### config.mk
export PLATFORM = sky130hd
export DESIGN_NAME = tone_generator_multi
export DESIGN_NICKNAME = d
export VERILOG_FILES = /design/src/rtl/tone_generator_multi.sv
export SDC_FILE = /design/constraint.sdc
export NUM_CORES = 1
export LEC_CHECK = 0
export ABC_AREA = 1
export BUFFER_PORTS_ARGS = -buffer_cell sky130_fd_sc_hd__buf_2
export CORE_ASPECT_RATIO = 1.25
export CORE_UTILIZATION = 40
export CTS_BUF_LIST = sky130_fd_sc_hd__clkbuf_4 sky130_fd_sc_hd__clkbuf_8 sky130_fd_sc_hd__clkbuf_16
export CTS_CLUSTER_DIAMETER = 100
export DETAILED_ROUTE_END_ITERATION = 16
export PLACE_DENSITY = 0.58
export SKIP_LAST_GASP = 1
export SYNTH_ARGS = -nofsm -noshare
export SYNTH_HDL_FRONTEND = slang
export SYNTH_SLANG_ARGS = --single-unit
### constraint.sdc
create_clock -name main_clk -period 4.36 [get_ports main_clk]
set_clock_uncertainty 0.05 [all_clocks]
set_input_delay 1.308 -clock main_clk [delete_from_list [all_inputs] [get_ports main_clk]]
set_output_delay 1.308 -clock main_clk [all_outputs]
set_load 0.02 [all_outputs]
### src/rtl/tone_generator_multi.sv
// ============================================================================
// Module  : tone_generator_multi
// Brief   : Oscillator voice core: phase accumulator, tri/saw/pulse/noise
//           waveforms AND-combined, with hard sync and XOR ring modulation.
// Revision: 1.0
// ============================================================================
`timescale 1ns/1ps
`default_nettype none

module tone_generator_multi #(
  parameter int ACCUMULATOR_BITS = 24,
  parameter int FREQ_BITS        = 16,
  parameter int PULSEWIDTH_BITS  = 12,
  parameter int OUTPUT_BITS      = 12
) (
  input  logic                       main_clk,
  input  logic                       rst,
  input  logic                       sample_tick,
  input  logic [FREQ_BITS-1:0]       tone_freq,
  input  logic [PULSEWIDTH_BITS-1:0] pulse_width,
  input  logic                       en_saw,
  input  logic                       en_tri,
  input  logic                       en_pulse,
  input  logic                       en_noise,
  input  logic                       test,
  input  logic                       en_sync,
  input  logic                       sync_source,
  input  logic                       en_ringmod,
  input  logic                       ringmod_source,
  output logic [OUTPUT_BITS-1:0]     dout,
  output logic                       dout_valid,
  output logic                       msb_out
);

  localparam logic [22:0] c_LFSR_SEED = 23'h7FFFF8;

  logic [ACCUMULATOR_BITS-1:0] r_acc;
  logic                        r_sync_prev;
  logic [22:0]                 r_lfsr;
  logic                        r_noise_clk_prev;
  logic [OUTPUT_BITS-1:0]      r_dout;
  logic                        r_dout_valid;
  logic                        r_msb;

  logic [ACCUMULATOR_BITS-1:0] w_acc_next;
  logic [22:0]                 w_lfsr_next;
  logic                        w_sync_edge;
  logic                        w_noise_clk;
  logic                        w_lfsr_step;
  logic                        w_invert;
  logic [OUTPUT_BITS-1:0]      w_saw;
  logic [OUTPUT_BITS-1:0]      w_triangle;
  logic [OUTPUT_BITS-1:0]      w_pulse;
  logic [OUTPUT_BITS-1:0]      w_noise;
  logic [OUTPUT_BITS-1:0]      w_mix;
  logic                        w_any;

  // Sync edge is judged between consecutive ticks, not consecutive clocks.
  assign w_sync_edge = en_sync & sync_source & ~r_sync_prev;

  always_comb begin
    w_acc_next = r_acc + ACCUMULATOR_BITS'(tone_freq);
    if (test || w_sync_edge) begin
      w_acc_next = '0;
    end
  end

  assign w_noise_clk = w_acc_next[ACCUMULATOR_BITS-5];
  assign w_lfsr_step = w_noise_clk & ~r_noise_clk_prev;

  always_comb begin
    w_lfsr_next = r_lfsr;
    if (test) begin
      w_lfsr_next = c_LFSR_SEED;
    end else if (w_lfsr_step) begin
      if (r_lfsr == 23'd0) begin
        w_lfsr_next = c_LFSR_SEED;
      end else begin
        w_lfsr_next = {r_lfsr[21:0], r_lfsr[22] ^ r_lfsr[17]};
      end
    end
  end

  // Waveforms are derived from the post-update accumulator and LFSR.
  assign w_invert   = en_ringmod ? (w_acc_next[ACCUMULATOR_BITS-1] ^ ringmod_source)
                                 : w_acc_next[ACCUMULATOR_BITS-1];
  assign w_saw      = w_acc_next[ACCUMULATOR_BITS-1 -: OUTPUT_BITS];
  assign w_triangle = w_invert ? ~w_acc_next[ACCUMULATOR_BITS-2 -: OUTPUT_BITS]
                               :  w_acc_next[ACCUMULATOR_BITS-2 -: OUTPUT_BITS];
  assign w_pulse    = (w_acc_next[ACCUMULATOR_BITS-1 -: PULSEWIDTH_BITS] < pulse_width)
                      ? '1 : '0;
  assign w_noise    = w_lfsr_next[22 -: OUTPUT_BITS];

  always_comb begin
    w_mix = '1;
    w_any = 1'b0;
    if (en_saw)   begin w_mix = w_mix & w_saw;      w_any = 1'b1; end
    if (en_tri)   begin w_mix = w_mix & w_triangle; w_any = 1'b1; end
    if (en_pulse) begin w_mix = w_mix & w_pulse;    w_any = 1'b1; end
    if (en_noise) begin w_mix = w_mix & w_noise;    w_any = 1'b1; end
    if (!w_any) begin
      w_mix = '0;
    end
  end

  always_ff @(posedge main_clk) begin
    if (rst) begin
      r_acc            <= '0;
      r_sync_prev      <= 1'b0;
      r_lfsr           <= c_LFSR_SEED;
      r_noise_clk_prev <= 1'b0;
      r_dout           <= '0;
      r_dout_valid     <= 1'b0;
      r_msb            <= 1'b0;
    end else if (sample_tick) begin
      r_acc            <= w_acc_next;
      r_sync_prev      <= sync_source;
      r_lfsr           <= w_lfsr_next;
      r_noise_clk_prev <= w_noise_clk;
      r_dout           <= w_mix;
      r_dout_valid     <= 1'b1;
      r_msb            <= w_acc_next[ACCUMULATOR_BITS-1];
    end else begin
      r_dout_valid     <= 1'b0;
    end
  end

  assign dout       = r_dout;
  assign dout_valid = r_dout_valid;
  assign msb_out    = r_msb;

endmodule

`default_nettype wire

==> results of run 1 <==
## what timing repair did
| item | in CTS | in global routing |
|---|---|---|
| gates resized for setup | 0 | 2 |
| buffers inserted | 0 | 0 |
| endpoints found under the setup margin | 0 | 12 |
## per-stage QoR
step	power, uW	setup slack (ns)	hold WS, ns
2_1_floorplan	864	0.274	0.393
3_3_place_gp	974	0.00591	0.402
3_5_place_dp	980	-0.0684	0.408
4_1_cts	1720	0.286	0.419
5_1_grt	1800	0.0143	0.431
6_report	1710	0.350	0.415
## cell type report
type                    count  area (um2)
inverters                 109         409
repair buffers             80         468
clock buffers              11         246
fillers                  1189        5730
well taps                 135         169
multi-input cells         523        2780
clock inverters             5        58.8
flip-flops and latches     61        1220
## flip-flops by register name (all words and copies together), names as in the netlist
name / cells
dout_valid: 1
dout: 12
r_lfsr: 23
r_sync_prev: 1
r_acc: 24
## worst min-delay path by stage
stage                           from  slack (ns)  depth (start not counted)         end
after global routing         dout[5]        0.43                          2     dout[5]
final                        dout[6]        0.42                          2     dout[6]
after CTS                    dout[6]        0.42                          2     dout[6]
after detailed placement    dout[10]        0.41                          2    dout[10]
after global placement      dout[10]        0.40                          2    dout[10]
after floorplan           r_lfsr[18]        0.39                          2  r_lfsr[18]
## worst reg2reg max path: stages, from the launching register on
cell      delay [ns]
dfxtp_1         0.33
ha_1            0.17
inv_1           0.05
fa_1            0.39
o21ai_2         0.24
nand2_1         0.08
nand2_1         0.08
nand2_1         0.07
nand2_2         0.11
nand4_1         0.09
nand3_1         0.13
inv_1           0.08
ha_1            0.26
nand2_1         0.06
inv_1           0.05
a221oi_1        0.23
o21ai_0         0.12
a31oi_1         0.16
nand2_1         0.11
nand2_4         0.14
nand3_1         0.10
a21oi_1         0.13
## power by group through the flow
stage	sequential, uW	clock (uW)	combinational, uW
final	613	740	357
after floorplan	628	0	236
after global placement	624	0	349
after detailed placement	625	0	355
after global routing	617	782	401
after CTS	613	754	357
## cell families (layout without fill, tap and decap cells)
kind of cell	count (synthesis)	in the layout	synth area share, %
AO/OA/AOI/OAI	155	155	18.8
adder cells (fa/ha/maj)	28	28	7.85
buffers and inverters	137	205	12.2
AND/OR/NAND/NOR	338	338	34.0
flip-flops	61	61	26.8
XOR/XNOR	2	2	0.384
## metal layers
| layer | up-vias | part of all wire (%) | GRT usage, % |
|---|---|---|---|
| met2 | 112 | 48 | 40.8 |
| met5 | - | 0 | 0 |
| li1 | 2516 | - | - |
| met1 | 2215 | 45 | 28.5 |
| met4 | 0 | 3.0 | 11.2 |
| met3 | 26 | 3.8 | 3.40 |
## cells in the final DEF (no fill, tap or decap), types with 9 or more instances in the layout
| cell type | instances |
|---|---|
| o21ai_0 | 46 |
| buf_4 | 27 |
| nand4_1 | 16 |
| nand2_1 | 170 |
| nand3_1 | 79 |
| a21oi_1 | 79 |
| clkbuf_16 | 9 |
| nand2_2 | 11 |
| nor2_1 | 31 |
| a22oi_1 | 9 |
| dfxtp_1 | 61 |
| buf_2 | 53 |
| ha_1 | 27 |
| inv_1 | 100 |
==> out/results.ini, run 1 <==
[status]
status = finished clean

[global_routing]
antenna_found_initial = 0
gr-total-overflow = 0
grt_usage_pct = 23.5
grt_pass1_vias = 4708
grt_max_degree = 50
grt_pass1_wl_um = 22100

[setup_path]
end_kind = register
cpPeakStageDelay_ns = 0.39
cpMostUsedCell = nand2_1
required_ns = 4.57
r2r-start = r_acc[0]
cp_num_buf_inv = 4
critPathLaunch = tone_freq[0]
worstSetupPathDepth = 22
crit_chain = buf_2, ha_1, inv_1, fa_1, o21ai_2, nand2_1, nand2_1, nand2_1, nand2_2, nand4_1, nand3_1, inv_1, ha_1, nand2_1, inv_1, a221oi_1, o21ai_0, a31oi_1, nand2_1, nand2_4, nand3_1, a21oi_1
start_kind = input port
endpoint = dout[7]
r2r-end = dout[7]
r2r_slack_ns = 1.06
critPathSlowestCell = fa_1
reg2reg_depth = 21
crit_family = simple AND/OR/NAND/NOR gates
crit_fanout = 12
arrival_ns = 4.22
path_class = in2reg

[routing]
viasPerCell = 5.27
routed_wl_um = 13400
antenna_left = 0
via_count = 4869
wl_per_cell_um = 14.5
drtIter0Drc = 243
post-route-drc-count = 0
dr.pass1.iters = 5

[die]
fp.dieW_um = 97.5
start_util_pct = 41.1
die_area_um2 = 11800
num_rows = 43
coreArea_um2 = 11100
dieHeight_um = 121
ios = 54

[placed_design]
gp_congestion = 0.914
numPlacedInstances = 908
portBuffers = 53
dpl_cell_area_um2 = 5050
hpwl_um = 10300

[pwr]
p_int_uw = 1190
leakage_uw = 0.00270
p_clk_share_pct = 43.3
swShare_pct = 30.6
p_switching_uw = 522
power.density_nw_per_um2 = 319
seqPwrFrac_pct = 35.9
irDropWorstVdd_uv = 201
p_comb_share_pct = 20.9

[cells_and_area]
fin_nets = 852
final_util_pct = 48.3
n_antenna_cell = 0
layout.cells.non_filler = 924
final_cell_area_um2 = 5360
final_layout_size_suffix_gt1_share_pct = 17.0
areaGrowthSynthToFinish_pct = 17.5

[logic_synthesis]
yosysSeqAreaShare_pct = 26.8
postSynthAreaPerCell_um2 = 6.32
synth_edf_count = 0
synth.most_common_cell = nand2_1
async_flop_share_pct = 0
synth_common_cells = nand2_1, inv_1, a21oi_1, nand3_1, dfxtp_1
yosysWarnings = 0
synth_top_area_share_pct = 26.8
synth_cell_types = 44
synth_cells = 721
synth_top_cell_by_area = dfxtp_1
syn-cell-area_um2 = 4560
ys_ff_latch = 61
yosys-top-cells-area = dfxtp_1, nand2_1, a21oi_1
synth_fp_nets = 789
synth_ff_type = dfxtp_1

[sta]
fin_setup_tns_ns = 0
hold_violations = 0
rsz0062_at_grt = false
fin_crit_sh_pct = 92.0
tightest_slew_ns = 0.875
clock.fmax_mhz = 249
setup_viol = 0
finalCriticalPeriod_ns = 4.01
slew_headroom_pct = 41.6
finalMaxSlewViolations = 0

[clock_tree]
insertion_delay_ns = 0.33
root_buffer = clkbuf_16
htreeDepth = 3
cts_tree = built
clockBufferDepth = 2
numCtsBuffers = 9
clkTransAtPathRegs_ns = 0.06
cts_sinks = 61
cts.hold.buffers_added = 0

[run]
drv_cap = 0

[worst_hold_path]
hold_class = reg2reg

(Power assumes the default switching activity.)
==> run 2, diff against run 1 <==
--- a/config.mk
+++ b/config.mk
@@ -12,7 +12,7 @@
 export CTS_BUF_LIST = sky130_fd_sc_hd__clkbuf_4 sky130_fd_sc_hd__clkbuf_8 sky130_fd_sc_hd__clkbuf_16
 export CTS_CLUSTER_DIAMETER = 100
 export DETAILED_ROUTE_END_ITERATION = 16
-export PLACE_DENSITY = 0.58
+export PLACE_DENSITY = 0.59
 export SKIP_LAST_GASP = 1
 export SYNTH_ARGS = -nofsm -noshare
 export SYNTH_HDL_FRONTEND = slang
==> run 2 against run 1 <==
  * Sequential power about the same
  * Worst setup slack worse by 0.0071 ns
  * Via count down 1.1%
  * Register-to-register slack about the same
  * Sequential share of layout area up 0.059 points
  * Die area unchanged
  * Final area down 0.26%
  * Combinational power about the same
  * Global-route usage down 0.33 points
  * Critical path type unchanged
  * Critical endpoint is now dout[1]
==> out/results.ini, run 2 (same netlist as run 1, synthesis figures left out) <==
[die]
die_area_um2 = 11800
coreArea_um2 = 11100
start_util_pct = 41.1
fp.dieW_um = 97.5
num_rows = 43
ios = 54
dieHeight_um = 121

[cells_and_area]
regMostFlops = r_acc
final_util_pct = 48.2
final_layout_size_suffix_gt1_share_pct = 17.0
final_cell_area_um2 = 5340
layout_common_cells = nand2_1, inv_1, a21oi_1, nand3_1, dfxtp_1
areaGrowthSynthToFinish_pct = 17.2
largest_reg_flops = 24
final_common_cell = nand2_1
n_antenna_cell = 0
fin_nets = 852
fillCellCount = 1191

[sta]
setup_viol = 0
hold_violations = 0
fin_hold_ws_ns = 0.416
finalMaxSlewViolations = 0
rsz0062_at_grt = false
tightest_slew_ns = 0.848
fin_crit_sh_pct = 92.1
slew_headroom_pct = 43.4
fin_setup_tns_ns = 0
finalCriticalPeriod_ns = 4.02
clock.fmax_mhz = 249

[global_routing]
antenna_found_initial = 0
gr-total-overflow = 0
grt_use_met3_pct = 3.69
grt_pass1_vias = 4608
grt_pass1_wl_um = 21700
busiest_layer = met2
grtUsageMet2_pct = 40.6
use_met1_pct = 27.8
grt_max_degree = 50
grt_usage_pct = 23.2

[routing]
post-route-drc-count = 0
viasPerCell = 5.21
via_count = 4816
drtIter0Drc = 292
dr.pass1.iters = 5
antenna_left = 0
routed_wl_um = 13200
wl_per_cell_um = 14.3

[setup_path]
reg2reg_depth = 21
end_kind = register
r2r_slack_ns = 1.05
start_kind = input port
crit_fanout = 12
required_ns = 4.58
arrival_ns = 4.24
r2r-start = r_acc[0]
r2r-end = dout[1]
path_class = in2reg
critPathLaunch = tone_freq[0]

[worst_hold_path]
hold_class = reg2reg
holdPathStages = 2
holdCritStartpoint = dout[7]
holdPathEnd = dout[7]

[clock_tree]
cts_tree = built
clockBufferDepth = 2
root_buffer = clkbuf_16
cts_setup_buffers = 0
cts.hold.buffers_added = 0
clkTransAtPathRegs_ns = 0.06
insertion_delay_ns = 0.34
numCtsBuffers = 9
cts_resized = 0
htreeDepth = 3
cts_sinks = 61

[pwr]
power_uw = 1660
power.density_nw_per_um2 = 310
leakage_uw = 0.00269
irDropWorstVdd_uv = 171

[placed_design]
dpl_cell_area_um2 = 5050
hpwl_um = 10100
gp_congestion = 0.905
portBuffers = 53

[run]
drv_cap = 0

[status]
status = finished clean

-- run 2: worst max-delay path, stage by stage --
cell and delay (ns):
buf_2 0.08, ha_1 0.16, inv_1 0.05, fa_1 0.43
o21ai_4 0.23, nand2_1 0.08, nand2_1 0.08, nand2_1 0.06
nand2_2 0.11, nand4_1 0.09, nand3_1 0.11, inv_1 0.08
ha_1 0.26, nand2_1 0.06, inv_1 0.05, a221oi_1 0.23
o21ai_0 0.12, a31oi_1 0.15, nand2_1 0.11, nand2_4 0.14
nand3_1 0.10, a21oi_1 0.13
-- run 2: power breakdown --
part / internal [uW] / switching, uW / leakage [uW]
Clock: 392 / 296 / 0.000127
Combinational: 132 / 224 / 0.00206
Sequential: 590 / 23.7 / 0.000502
Total: 1110 / 543 / 0.00269
-- run 2: cell type report --
cell class / instances / area, um2 / area share (%)
multi-input combinational: 523 / 2790 / 52.2
clock inverter: 7 / 58.8 / 1.10
inverter: 109 / 409 / 7.66
sequential: 61 / 1220 / 22.9
clock buffer: 9 / 225 / 4.22
timing repair buffer: 80 / 468 / 8.76
tap: 135 / 169 / 3.16
-- run 2: metal layers --
layer	routed length [um]	share of wire (%)
met1	5870	45
met2	6430	49
met3	504	3.8
met4	364	2.8
met5	0	0
-- run 2: through the flow --
stage / instances / setup WS [ns]
floorplan: 721 / 0.274
global placement: 908 / 0.00658
detailed placement: 908 / -0.0812
CTS: 924 / 0.270
global route: 924 / 0.00585
finish: 924 / 0.343
-- run 2: worst max path at each step --
stage,slack (ns),end,cells past startpoint
2_1_floorplan,0.27,dout[0],22
3_3_place_gp,0.007,dout[1],22
3_5_place_dp,-0.08,dout[9],22
4_1_cts,0.27,dout[9],22
5_1_grt,0.006,dout[4],22
6_report,0.34,dout[1],22
==> run 3, diff against run 2 <==
--- a/config.mk
+++ b/config.mk
@@ -8,11 +8,12 @@
 export ABC_AREA = 1
 export BUFFER_PORTS_ARGS = -buffer_cell sky130_fd_sc_hd__buf_2
 export CORE_ASPECT_RATIO = 1.25
+export CORE_MARGIN = 3
 export CORE_UTILIZATION = 40
 export CTS_BUF_LIST = sky130_fd_sc_hd__clkbuf_4 sky130_fd_sc_hd__clkbuf_8 sky130_fd_sc_hd__clkbuf_16
 export CTS_CLUSTER_DIAMETER = 100
 export DETAILED_ROUTE_END_ITERATION = 16
-export PLACE_DENSITY = 0.59
+export PLACE_DENSITY = 0.57
 export SKIP_LAST_GASP = 1
 export SYNTH_ARGS = -nofsm -noshare
 export SYNTH_HDL_FRONTEND = slang
==> run 3 against run 2 <==
  * Non-clock buffer count shrank 4
  * Fmax grew 0.68%
  * Sequential share of layout area shrank 0.13 points
  * Flip-flop and latch count is the same
  * Global-route usage shrank 1.2 points
  * Core utilization grew 1.2 points
  * Final area grew 0.59%
  * Critical endpoint is now dout[7]
  * Largest power group unchanged
  * Highest routed layer unchanged
==> out/results.ini, run 3 (same netlist as run 1, synthesis figures left out) <==
[status]
status = finished clean

[routing]
wl_per_cell_um = 14.3
drtIter0Drc = 233
dr.pass1.iters = 5
antenna_left = 0
routed_wl_um = 13100
via_count = 4817
post-route-drc-count = 0
viasPerCell = 5.25
met1_length_um = 5780
wl_met2_um = 6490
dr.max_layer_used = met4
wl_met3_um = 550

[setup_path]
r2r-start = r_acc[0]
r2r_slack_ns = 1.08
r2r-end = dout[7]
arrival_ns = 4.20
required_ns = 4.57
end_kind = register
start_kind = input port
path_class = in2reg
crit_fanout = 12
reg2reg_depth = 21

[sta]
setup_viol = 0
fin_crit_sh_pct = 91.5
finalMaxSlewViolations = 0
slew_headroom_pct = 51.4
hold_violations = 0
fin_hold_ws_ns = 0.417
finalCriticalPeriod_ns = 3.99
tightest_slew_ns = 0.729
fin_setup_tns_ns = 0
rsz0062_at_grt = false
clock.fmax_mhz = 251

[placed_design]
portBuffers = 53
gp_congestion = 0.872
numPlacedInstances = 900
hpwl_um = 10200

[global_routing]
grt_pass1_vias = 4770
grt_usage_pct = 22.0
antenna_found_initial = 0
grt_max_degree = 41
gr-total-overflow = 0
grt_pass1_wl_um = 22500

[pwr]
power.density_nw_per_um2 = 338
leakage_uw = 0.00271
irDropWorstVdd_uv = 208
power_uw = 1820

[clock_tree]
clockBufferDepth = 2
numCtsBuffers = 9
insertion_delay_ns = 0.34
cts.hold.buffers_added = 0
root_buffer = clkbuf_16
cts_tree = built
clkTransAtPathRegs_ns = 0.05
cts_sinks = 61
htreeDepth = 3

[worst_hold_path]
holdPathStages = 2
holdCritStartpoint = dout[3]
hold_class = reg2reg
holdPathEnd = dout[3]

[cells_and_area]
largest_reg_flops = 24
final_layout_size_suffix_gt1_share_pct = 16.7
layout_common_cells = nand2_1, inv_1, a21oi_1, nand3_1, dfxtp_1
fin_nets = 848
final_util_pct = 49.4
n_antenna_cell = 0
regMostFlops = r_acc
multiInputGateArea_um2 = 2790
fillCellCount = 1184
areaGrowthSynthToFinish_pct = 17.9
final-seq-area_um2 = 1220
final_common_cell = nand2_1
layout.cells.non_filler = 917

[die]
num_rows = 42
fp.dieW_um = 101
coreArea_um2 = 10900
ios = 54
dieHeight_um = 125
die_area_um2 = 12700
start_util_pct = 41.9

[run]
drv_cap = 0

==> run 3: changes by cell type in the layout (fill, tap and decap cells not counted) <==
cell / before / now
bufinv_16: 0 / 3
clkbuf_8: 0 / 1
ha_1: 27 / 26
inv_6: 2 / 0
clkbuf_4: 0 / 1
clkinvlp_4: 4 / 0
o21ai_4: 1 / 0
ha_2: 0 / 1
o21ai_2: 1 / 2
clkinv_4: 0 / 2
buf_4: 27 / 23
inv_8: 1 / 0
==> run 3: how the worst max path moves through the flow <==
stage	start	endpoint	slack, ns
floorplan	tone_freq[0]	dout[0]	0.27
global placement	tone_freq[0]	dout[7]	-0.02
detailed placement	tone_freq[0]	dout[0]	-0.07
CTS	tone_freq[0]	dout[7]	0.29
global route	tone_freq[13]	dout[2]	0.00003
finish	tone_freq[0]	dout[7]	0.37
==> run 3: area by class of cell <==
cell class                      instances  share of cell area (%)
Tap cell                              132                    3.07
Multi-Input combinational cell        523                    51.9
Timing Repair Buffer                   76                    8.15
Clock buffer                           11                    4.59
Clock inverter                          5                    2.00
Inverter                              109                    7.61
Sequential cell                        61                    22.7
==> run 3: per-layer routing <==
| layer | global-route usage, % | vias to the layer above |
|---|---|---|
| met5 | 0 | - |
| met4 | 9.08 | 0 |
| li1 | - | 2512 |
| met2 | 37.7 | 101 |
| met1 | 27.2 | 2182 |
| met3 | 2.84 | 22 |
==> run 3: stage by stage <==
stage                     worst slack, ns  area [um2]
final                               0.370        5370
after global routing            0.0000253        5370
after CTS                           0.287        5360
after detailed placement          -0.0663        5000
after global placement            -0.0221        5000
after floorplan                     0.274        4560
==> run 3: timing repair <==
item | in CTS | in global routing
setup endpoints to repair | 0 | 12
setup buffers | 0 | 1
gates resized for setup | 0 | 2
==> run 3: report_power, final <==
group	total, uW	internal, uW	leakage [uW]	switching [uW]
Clock	853	582	0.000173	271
Combinational	351	129	0.00204	223
Sequential	613	590	0.000502	22.5
Total	1820	1300	0.00271	516
==> run 3: critical path: stages <==
cell	delay [ns]
buf_2	0.08
ha_1	0.15
inv_1	0.06
fa_1	0.41
o21ai_2	0.21
nand2_1	0.07
nand2_1	0.10
nand2_1	0.07
nand2_2	0.11
nand4_1	0.09
nand3_1	0.10
inv_1	0.08
ha_1	0.27
nand2_1	0.06
inv_1	0.05
a221oi_1	0.23
o21ai_0	0.12
a31oi_1	0.15
nand2_1	0.11
nand2_4	0.14
nand3_1	0.10
a21oi_1	0.13
